$ cat src/rtl/oven_countdown_timer.sv
// Oven countdown timer core: user-set MM:SS in BCD counted down once per tick, with
// start/pause/clear, door interlock and a timed done/beep phase. All outputs registered.
`timescale 1ns/1ps
module oven_countdown_timer #(
    parameter int CLK_FREQ   = 50_000_000,
    parameter int TICK_HZ    = 1,
    parameter int BEEP_TICKS = 3
) (
    input  logic       clk,
    input  logic       rst_n,
    input  logic       start_i,
    input  logic       pause_i,
    input  logic       clear_i,
    input  logic       inc_min_i,
    input  logic       inc_sec_i,
    input  logic       door_open_i,
    output logic [3:0] min_tens,
    output logic [3:0] min_ones,
    output logic [3:0] sec_tens,
    output logic [3:0] sec_ones,
    output logic       running,
    output logic       done,
    output logic       beep
);
    localparam int DIV = CLK_FREQ / TICK_HZ;
    localparam int CW  = (DIV > 1) ? $clog2(DIV) : 1;
    localparam int BW  = $clog2(BEEP_TICKS + 1);
    localparam logic [CW-1:0] TICK_LAST = CW'(DIV - 1);
    localparam logic [BW-1:0] BEEP_LAST = BW'(BEEP_TICKS - 1);

    typedef enum logic [1:0] {IDLE, RUN, PAUSED, DONE} state_t;
    typedef struct packed {
        logic [3:0] mt;
        logic [3:0] mo;
        logic [3:0] st;
        logic [3:0] so;
    } bcd_time_t;
    localparam bcd_time_t TIME_MAX = 16'h9959;

    state_t          state;
    bcd_time_t       t;
    bcd_time_t       t_dec;
    bcd_time_t       t_inc_min;
    bcd_time_t       t_inc_sec;
    logic [CW-1:0]   tick_cnt;
    logic [BW-1:0]   beep_cnt;
    logic            tick;

    assign tick     = ((state == RUN) || (state == DONE)) && (tick_cnt == TICK_LAST);
    assign min_tens = t.mt;
    assign min_ones = t.mo;
    assign sec_tens = t.st;
    assign sec_ones = t.so;

    // NOTE: every next-value starts as a copy of the current time so no path leaves it unassigned (no latch).
    always_comb begin
        t_dec = t;
        if (t.so != 4'd0) begin
            t_dec.so = t.so - 4'd1;
        end else begin
            t_dec.so = 4'd9;
            if (t.st != 4'd0) begin
                t_dec.st = t.st - 4'd1;
            end else begin
                t_dec.st = 4'd5;
                if (t.mo != 4'd0) begin
                    t_dec.mo = t.mo - 4'd1;
                end else begin
                    t_dec.mo = 4'd9;
                    t_dec.mt = t.mt - 4'd1;
                end
            end
        end

        t_inc_min = t;
        if (t.mt == 4'd9 && t.mo == 4'd9) begin
            t_inc_min = TIME_MAX;
        end else if (t.mo == 4'd9) begin
            t_inc_min.mo = 4'd0;
            t_inc_min.mt = t.mt + 4'd1;
        end else begin
            t_inc_min.mo = t.mo + 4'd1;
        end

        // A carry out of sec_tens reuses the minute increment; at 99 minutes it saturates instead.
        t_inc_sec = t;
        if (t.st != 4'd5) begin
            t_inc_sec.st = t.st + 4'd1;
        end else if (t.mt == 4'd9 && t.mo == 4'd9) begin
            t_inc_sec = TIME_MAX;
        end else begin
            t_inc_sec.st = 4'd0;
            t_inc_sec.mo = t_inc_min.mo;
            t_inc_sec.mt = t_inc_min.mt;
        end
    end

    // NOTE: sequential state uses non-blocking assignments; later assignments in this block override the defaults.
    always_ff @(posedge clk or negedge rst_n) begin
        if (!rst_n) begin
            state    <= IDLE;
            t        <= '0;
            tick_cnt <= '0;
            beep_cnt <= '0;
            running  <= 1'b0;
            done     <= 1'b0;
            beep     <= 1'b0;
        end else begin
            if (state == RUN || state == DONE)
                tick_cnt <= tick ? '0 : tick_cnt + 1'b1;

            if (clear_i) begin
                state    <= IDLE;
                t        <= '0;
                tick_cnt <= '0;
                running  <= 1'b0;
                done     <= 1'b0;
                beep     <= 1'b0;
            end else begin
                case (state)
                    RUN: begin
                        if (door_open_i || pause_i) begin
                            state   <= PAUSED;
                            running <= 1'b0;
                        end else if (tick) begin
                            t <= t_dec;
                            if (t_dec == '0) begin
                                state    <= DONE;
                                running  <= 1'b0;
                                done     <= 1'b1;
                                beep     <= 1'b1;
                                tick_cnt <= '0;
                                beep_cnt <= '0;
                            end
                        end
                    end
                    IDLE, PAUSED: begin
                        if (start_i) begin
                            if (t != '0 && !door_open_i) begin
                                state    <= RUN;
                                running  <= 1'b1;
                                tick_cnt <= '0;
                            end
                        end else if (inc_min_i) begin
                            t <= t_inc_min;
                        end else if (inc_sec_i) begin
                            t <= t_inc_sec;
                        end
                    end
                    DONE: begin
                        if (tick) begin
                            if (beep_cnt == BEEP_LAST) begin
                                state <= IDLE;
                                done  <= 1'b0;
                                beep  <= 1'b0;
                            end else begin
                                beep_cnt <= beep_cnt + 1'b1;
                                beep     <= ~beep;
                            end
                        end
                    end
                    default: state <= IDLE;
                endcase
            end
        end
    end
endmodule

$ cat config.mk
export PLATFORM = sky130hd
export DESIGN_NAME = oven_countdown_timer
export DESIGN_NICKNAME = d
export VERILOG_FILES = /design/src/rtl/oven_countdown_timer.sv
export SDC_FILE = /design/constraint.sdc
export NUM_CORES = 1
export LEC_CHECK = 0
export ABC_AREA = 1
export BUFFER_PORTS_ARGS = -buffer_cell sky130_fd_sc_hd__buf_2
export CAP_MARGIN = 25
export CORE_MARGIN = 2
export CORE_UTILIZATION = 40
export DETAILED_ROUTE_END_ITERATION = 12
export GPL_TIMING_DRIVEN = 0
export SYNTH_ARGS = -nofsm -noshare
export SYNTH_HDL_FRONTEND = slang
export SYNTH_SLANG_ARGS = --single-unit
$ cat constraint.sdc
create_clock -name clk -period 2.1 [get_ports clk]
set_input_delay 0.42 -clock clk [delete_from_list [all_inputs] [get_ports clk]]
set_output_delay 0.42 -clock clk [all_outputs]
set_load 0.02 [all_outputs]
### Word level (Yosys, flattened, before mapping)

Cells that the tools add are included.

* $add $sub $neg: 9
* equality and inequality tests: 27
* muxes and demuxes: 64
* bitwise operators: 2
* reductions and logical operators: 24

Operator list (count)
* two-way mux 26 bit: 8
* two-way mux 16 bit: 6
* one-hot mux 26 bit (2 select lines): 1
* two-way mux 4 bit: 9
* two-way mux 8 bit: 4
* one-hot mux 16 bit (2 select lines): 1
* adder 26 x 1 -> 26 bit (second input constant): 1
* equality test 26 bit (second input constant): 1
* two-way mux 2 bit: 13
* two-way mux 12 bit: 2
* AND reduction 6 bit: 4
* inequality test 3 bit (second input constant): 7
* zero test 16 bit: 1
* nonzero test 16 bit: 1
* subtractor 4 x 1 -> 4 bit (second input constant): 4
* two-way mux 1 bit: 15
* AND reduction 7 bit: 2
* adder 4 x 1 -> 4 bit (second input constant): 3
* inequality test 4 bit (second input constant): 3
* nonzero test 4 bit: 3
* AND reduction 5 bit: 2
* equality test 4 bit (second input constant): 2
* inequality test 2 bit (second input constant): 4
* inequality test 4 x 3 -> 1 bit (second input constant): 2
* 17 further kinds: 27

* register bits: 49
* input port bits: 8
* output and inout bits: 19
* word-level logic and storage cells: 136

### Longest topological paths before layout

* depth after elaboration: 10
* mapped depth: 15
* gate-level depth less buffers: 15

### Worst setup path before layout

Ideal clock, no wire load.

* kind: reg2reg
* start: register t, in the netlist sec_tens[0]
* end: register running
* setup time: 117 ps
* arrival: 1841 ps
* required time: 1983 ps
* path slack: 142 ps
* cell stages (with the launch flop): 13
* buffers on the path: 0
* period minus slack after synthesis: 1958 ps
* path through: dfrtp_1 -> inv_1 -> ha_1 -> nand2_4 -> nor2_8 -> nand3_1 -> xor2_1 -> nor2_2 -> nand3_2 -> nand3_2 -> nand3_1 -> nand2_1 -> nand2_1

* word-level cells in the longest chain between the ends: 6
* elaborated cells between the ends (all ways): 11
* those cells by class: add/sub: 1; eq/ne: 2; mux: 3; reduce/logical: 5

Ends and longest elaborated chain
* start: declaration: RTL line 41 `bcd_time_t t;`
* start signal: assignment: RTL line 126 `t <= t_dec;`
* start signal: assignment: RTL line 145 `t <= t_inc_min;`
* start signal: assignment: RTL line 147 `t <= t_inc_sec;`
* subtractor 4 x 1 -> 4 bit / nonzero test 4 bit (equally long branches): RTL line 63, 62
* two-way mux 4 bit / two-way mux 8 bit (equally long branches): RTL line 62 `if (t.st != 4'd0) begin`
* two-way mux 12 bit: RTL line 58 `if (t.so != 4'd0) begin`
* zero test 16 bit: RTL line 127 `if (t_dec == '0) begin`
* inequality test 4 x 2 -> 1 bit (no source line)
* AND reduction 5 bit (no source line) *
* end signal: assignment: RTL line 124 `running <= 1'b0;`
* end signal: assignment: RTL line 129 `running <= 1'b0;`
* end signal: assignment: RTL line 141 `running <= 1'b1;`
* end: declaration: RTL line 21 `output logic running,`

Mark *: on every way between the ends. The rest lies on a longest branch, timed or not.
A chain may end at the register's enable or synchronous reset.

### Worst setup path after layout

* start: register tick_cnt[0]
* end: register t, in the netlist sec_tens[0]

* word-level cells in the longest chain between the ends: 4

Ends and longest elaborated chain
* start: declaration: RTL line 45 `logic [CW-1:0] tick_cnt;`
* start signal: assignment: RTL line 110 `tick_cnt <= tick ? '0 : tick_cnt + 1'b1;`
* equality test 26 bit: RTL line 49 `assign tick = ((state == RUN) || (state == DONE)) && (tick_cnt == TICK_LAST);`
* logical AND 1 bit: RTL line 49
* inequality test 3 bit (no source line)
* AND reduction 6 bit (no source line)

Every way passes these cells.

==> key figures <==
Setup path
  – WP depth: 11
  – Worst stage delay on the critical path: 440 ps
  – Worst setup path class: flop to flop
  – CP endpoint kind: flop
  – Worst r2r dst: sec_tens[0]
  – Worst R2R Start: tick_cnt[0]
  – Worst path buffer plus inverter count: 1
  – Worst Path Required: 2310 ps
  – Crit. Startpoint: tick_cnt[0]
  – Crit path launch type: flop
  – Crit path to: sec_tens[0]
  – Worst-case reg-to-reg path depth: 11
  – CP delay by family, top: simple AND/OR/NAND/NOR gates
  – Sequence of cells on the critical path: ha_4 > nand2_2 > nor2_2 > nand3_2 > inv_1 > nand4_1 > nand2_2 > nand2_1 > a21oi_4 > nand2_1 > o21ai_0
  – Worst Path Max Fanout: 8
  – CP max-delay cell: dfrtp_1
  – CP arrival: 2160 ps
  – R2R setup slack: 150 ps

Die
  – Placeable Area: 8720 um^2
  – Die Wd: 98.7 um
  – Die height: 98.7 um
  – Ports: 27
  – Total die area: 9730 um^2
  – Row cnt: 34
  – Initial Util: 0.411

Power and ir drop
  – Worst vdd ir: 0.560 mV
  – Cell Pwr Density: 1110 nW/um^2
  – Clock power share: 0.131
  – Fraction of power consumed by sequential logic: 0.296
  – Comb power frac: 0.573
  – Final Power: 4610 uW
  – Net switching power: 2310 uW
  – Sw Ratio: 0.502
  – P_int: 2290 uW
  – Leakage power: 0.00195 uW

Clock network
  – CTS tree: built
  – Clock transition at path regs: 100 ps
  – Inserted Clock Buffers: 5
  – Sink Count: 49
  – Maximum clock path buffer count: 2
  – CTS root buf: clkbuf_8
  – H-tree levels: 2
  – Worst-Skew Late Latency: 310 ps

Detailed routing
  – First-pass DRT Iterations: 5
  – Routed wire length: 9.13 mm
  – ANT nets after route: 0
  – Remaining DRCs: 0
  – Drt initial violations: 153
  – DR WL/cell: 14.4 um
  – Average vias per placed instance: 5.28
  – Vias: 3345

Layout
  – Layout cells sized above 1: 0.217
  – Reg area: 1230 um^2
  – Area delta synth->final: 15.7%
  – Most common cell after layout, fill and taps aside: nand2_1
  – Non-filler cells, final: 634
  – Nets: 546
  – Multi-input gate area: 2140 um^2
  – Fill count: 873
  – Leading cell types in the layout, fill and taps excluded: 91 x nand2_1, 59 x inv_1, 43 x nor2_1, 43 x dfrtp_1, 35 x nand3_1
  – Antenna Diode Count: 0

Yosys
  – Share of the yosys chip area belonging to registers: 0.342
  – Dominant cell type by area after synthesis: dfrtp_1
  – Synth top area cells: dfrtp_1 34%, nand2_1 9.7%, inv_1 6.7%
  – Gate Count Post-Synth: 482
  – Synthesized cell area: 3580 um^2
  – Library cells used by synthesis: 43
  – Avg Cell Area, Syn: 7.44 um^2
  – Syn Nets: 502
  – Synth warn: 0
  – Yosys reg bits: 49
  – Top cell type's share of synthesized area: 0.342

Global route
  – Vias in the first global route: 3058
  – Total GRT Usage: 0.189
  – Initial antenna violation count: 0
  – Overflow after GRT: 0
  – Largest net degree at the start of global routing: 40
  – First-pass GRT wire length: 15.1 mm

STA
  – Final setup vio count: 0
  – Final Critical Period: 1950 ps
  – Clock Skew: 9.64 ps
  – Final Hold Fails: 0
  – Fin Setup TNS: 0 ps
  – Headroom to the max-slew limit: 0.608
  – Worst Max-Slew Pin Slew: 583 ps
  – Max-slew violations: 0
  – RSZ-0062 raised after global routing: no
  – Period utilization: 0.927
  – Fmax: 0.513 GHz

Hold path
  – Hold Path Class: input pin to flop

Placement
  – Number of port buffers: 26
  – Cell total after placement: 617
  – Detail Placement HPWL: 6.71 mm
  – Gpl congestion: 0.909

Job
  – Number of max-cap violations: 0

Outcome
  – Status: completed
## sequential cells by signal (all words and copies together), names as in the netlist
signal and count:
sec_tens 4, state 2, sec_ones 4, tick_cnt 26, min_tens 4, running 1
min_ones 4, beep 1, beep_cnt 2, done 1
## power by group through the flow
stage                     registers [uW]  clock network, uW  logic (uW)
after detailed placement            1360                  0        2360
after floorplan                     1480                  0        1630
after global routing                1390                658        2930
after global placement              1360                  0        2340
after CTS                           1350                632        2380
final                               1360                605        2640
## tightest hold or removal path, stage by stage
cell	delay, ps
buf_2	120
nor2_4	70
nand4_1	90
nand2_1	50
## worst min path at each step
stage | end | slack (ps) | start | cells past startpoint
2_1_floorplan | beep | 120 | rst_n | 0
3_3_place_gp | running | 460 | running | 2
3_5_place_dp | sec_ones[2] | 330 | rst_n | 1
4_1_cts | running | 480 | clear_i | 4
5_1_grt | running | 510 | clear_i | 4
6_report | running | 490 | clear_i | 4
## layout make-up
type | instances | area share
plain buffers | 6 | 0.0130
flip-flops and latches | 49 | 0.297
well taps | 108 | 0.0326
clock inverters | 1 | 0.00181
repair buffers | 36 | 0.0531
inverters | 71 | 0.0654
clock buffers | 6 | 0.0199
multi-input cells | 357 | 0.517
## stage by stage
step                      cell area, um^2  hold WS (ps)  worst slack (ps)  utilization
after floorplan                      3580           124               142            -
after detailed placement             3870           334             -77.4        0.444
after global routing                 4150           505              3.00        0.476
final                                4150           486               152        0.476
after global placement               3850           457             -60.6        0.441
after CTS                            3980           483              12.6        0.456
## layer usage
metal | track usage | wire length, um
met1 | 0.275 | 4520
met2 | 0.297 | 4210
met3 | 0.0291 | 279
met4 | 0.0464 | 128
met5 | 0 | 0
## synth_stat cells (all sizes together)
cell type and number:
nand4 12, a211oi 6, o221ai 1, clkinv 2, a21oi 16, nor2 59, buf 6, o22ai 4
nor3b 3, o211ai 3, or2 1, nor4 5, ha 12, xnor2 2, dfrtp 49, xor2 18
nor3 27, inv 69, o32ai 1, o21ai 37, a31oi 1, a311oi 1, a22oi 2, nand2 102
nand3 43
## kinds of logic (layout without fill, tap and decap cells)
family                   Yosys count  count (layout)  share of synthesized area
flip-flops                        49              49                      0.342
AO/OA/AOI/OAI                     72              72                      0.115
buffers and inverters             77             120                     0.0894
adder cells (fa/ha/maj)           12              12                     0.0419
XOR/XNOR                          20              20                     0.0489
AND/OR/NAND/NOR                  252             253                      0.363
## timing repair
| item | CTS | global route |
|---|---|---|
| cloned | 0 | 1 |
| hold buffers | 1 | 0 |
| endpoints found under the setup margin | 15 | 44 |
| resized for setup | 5 | 29 |
| pin swaps | 0 | 7 |
| buffers inserted | 0 | 8 |
| endpoints found under the hold margin | 10 | 0 |
Power figures use the tool's default switching activity.
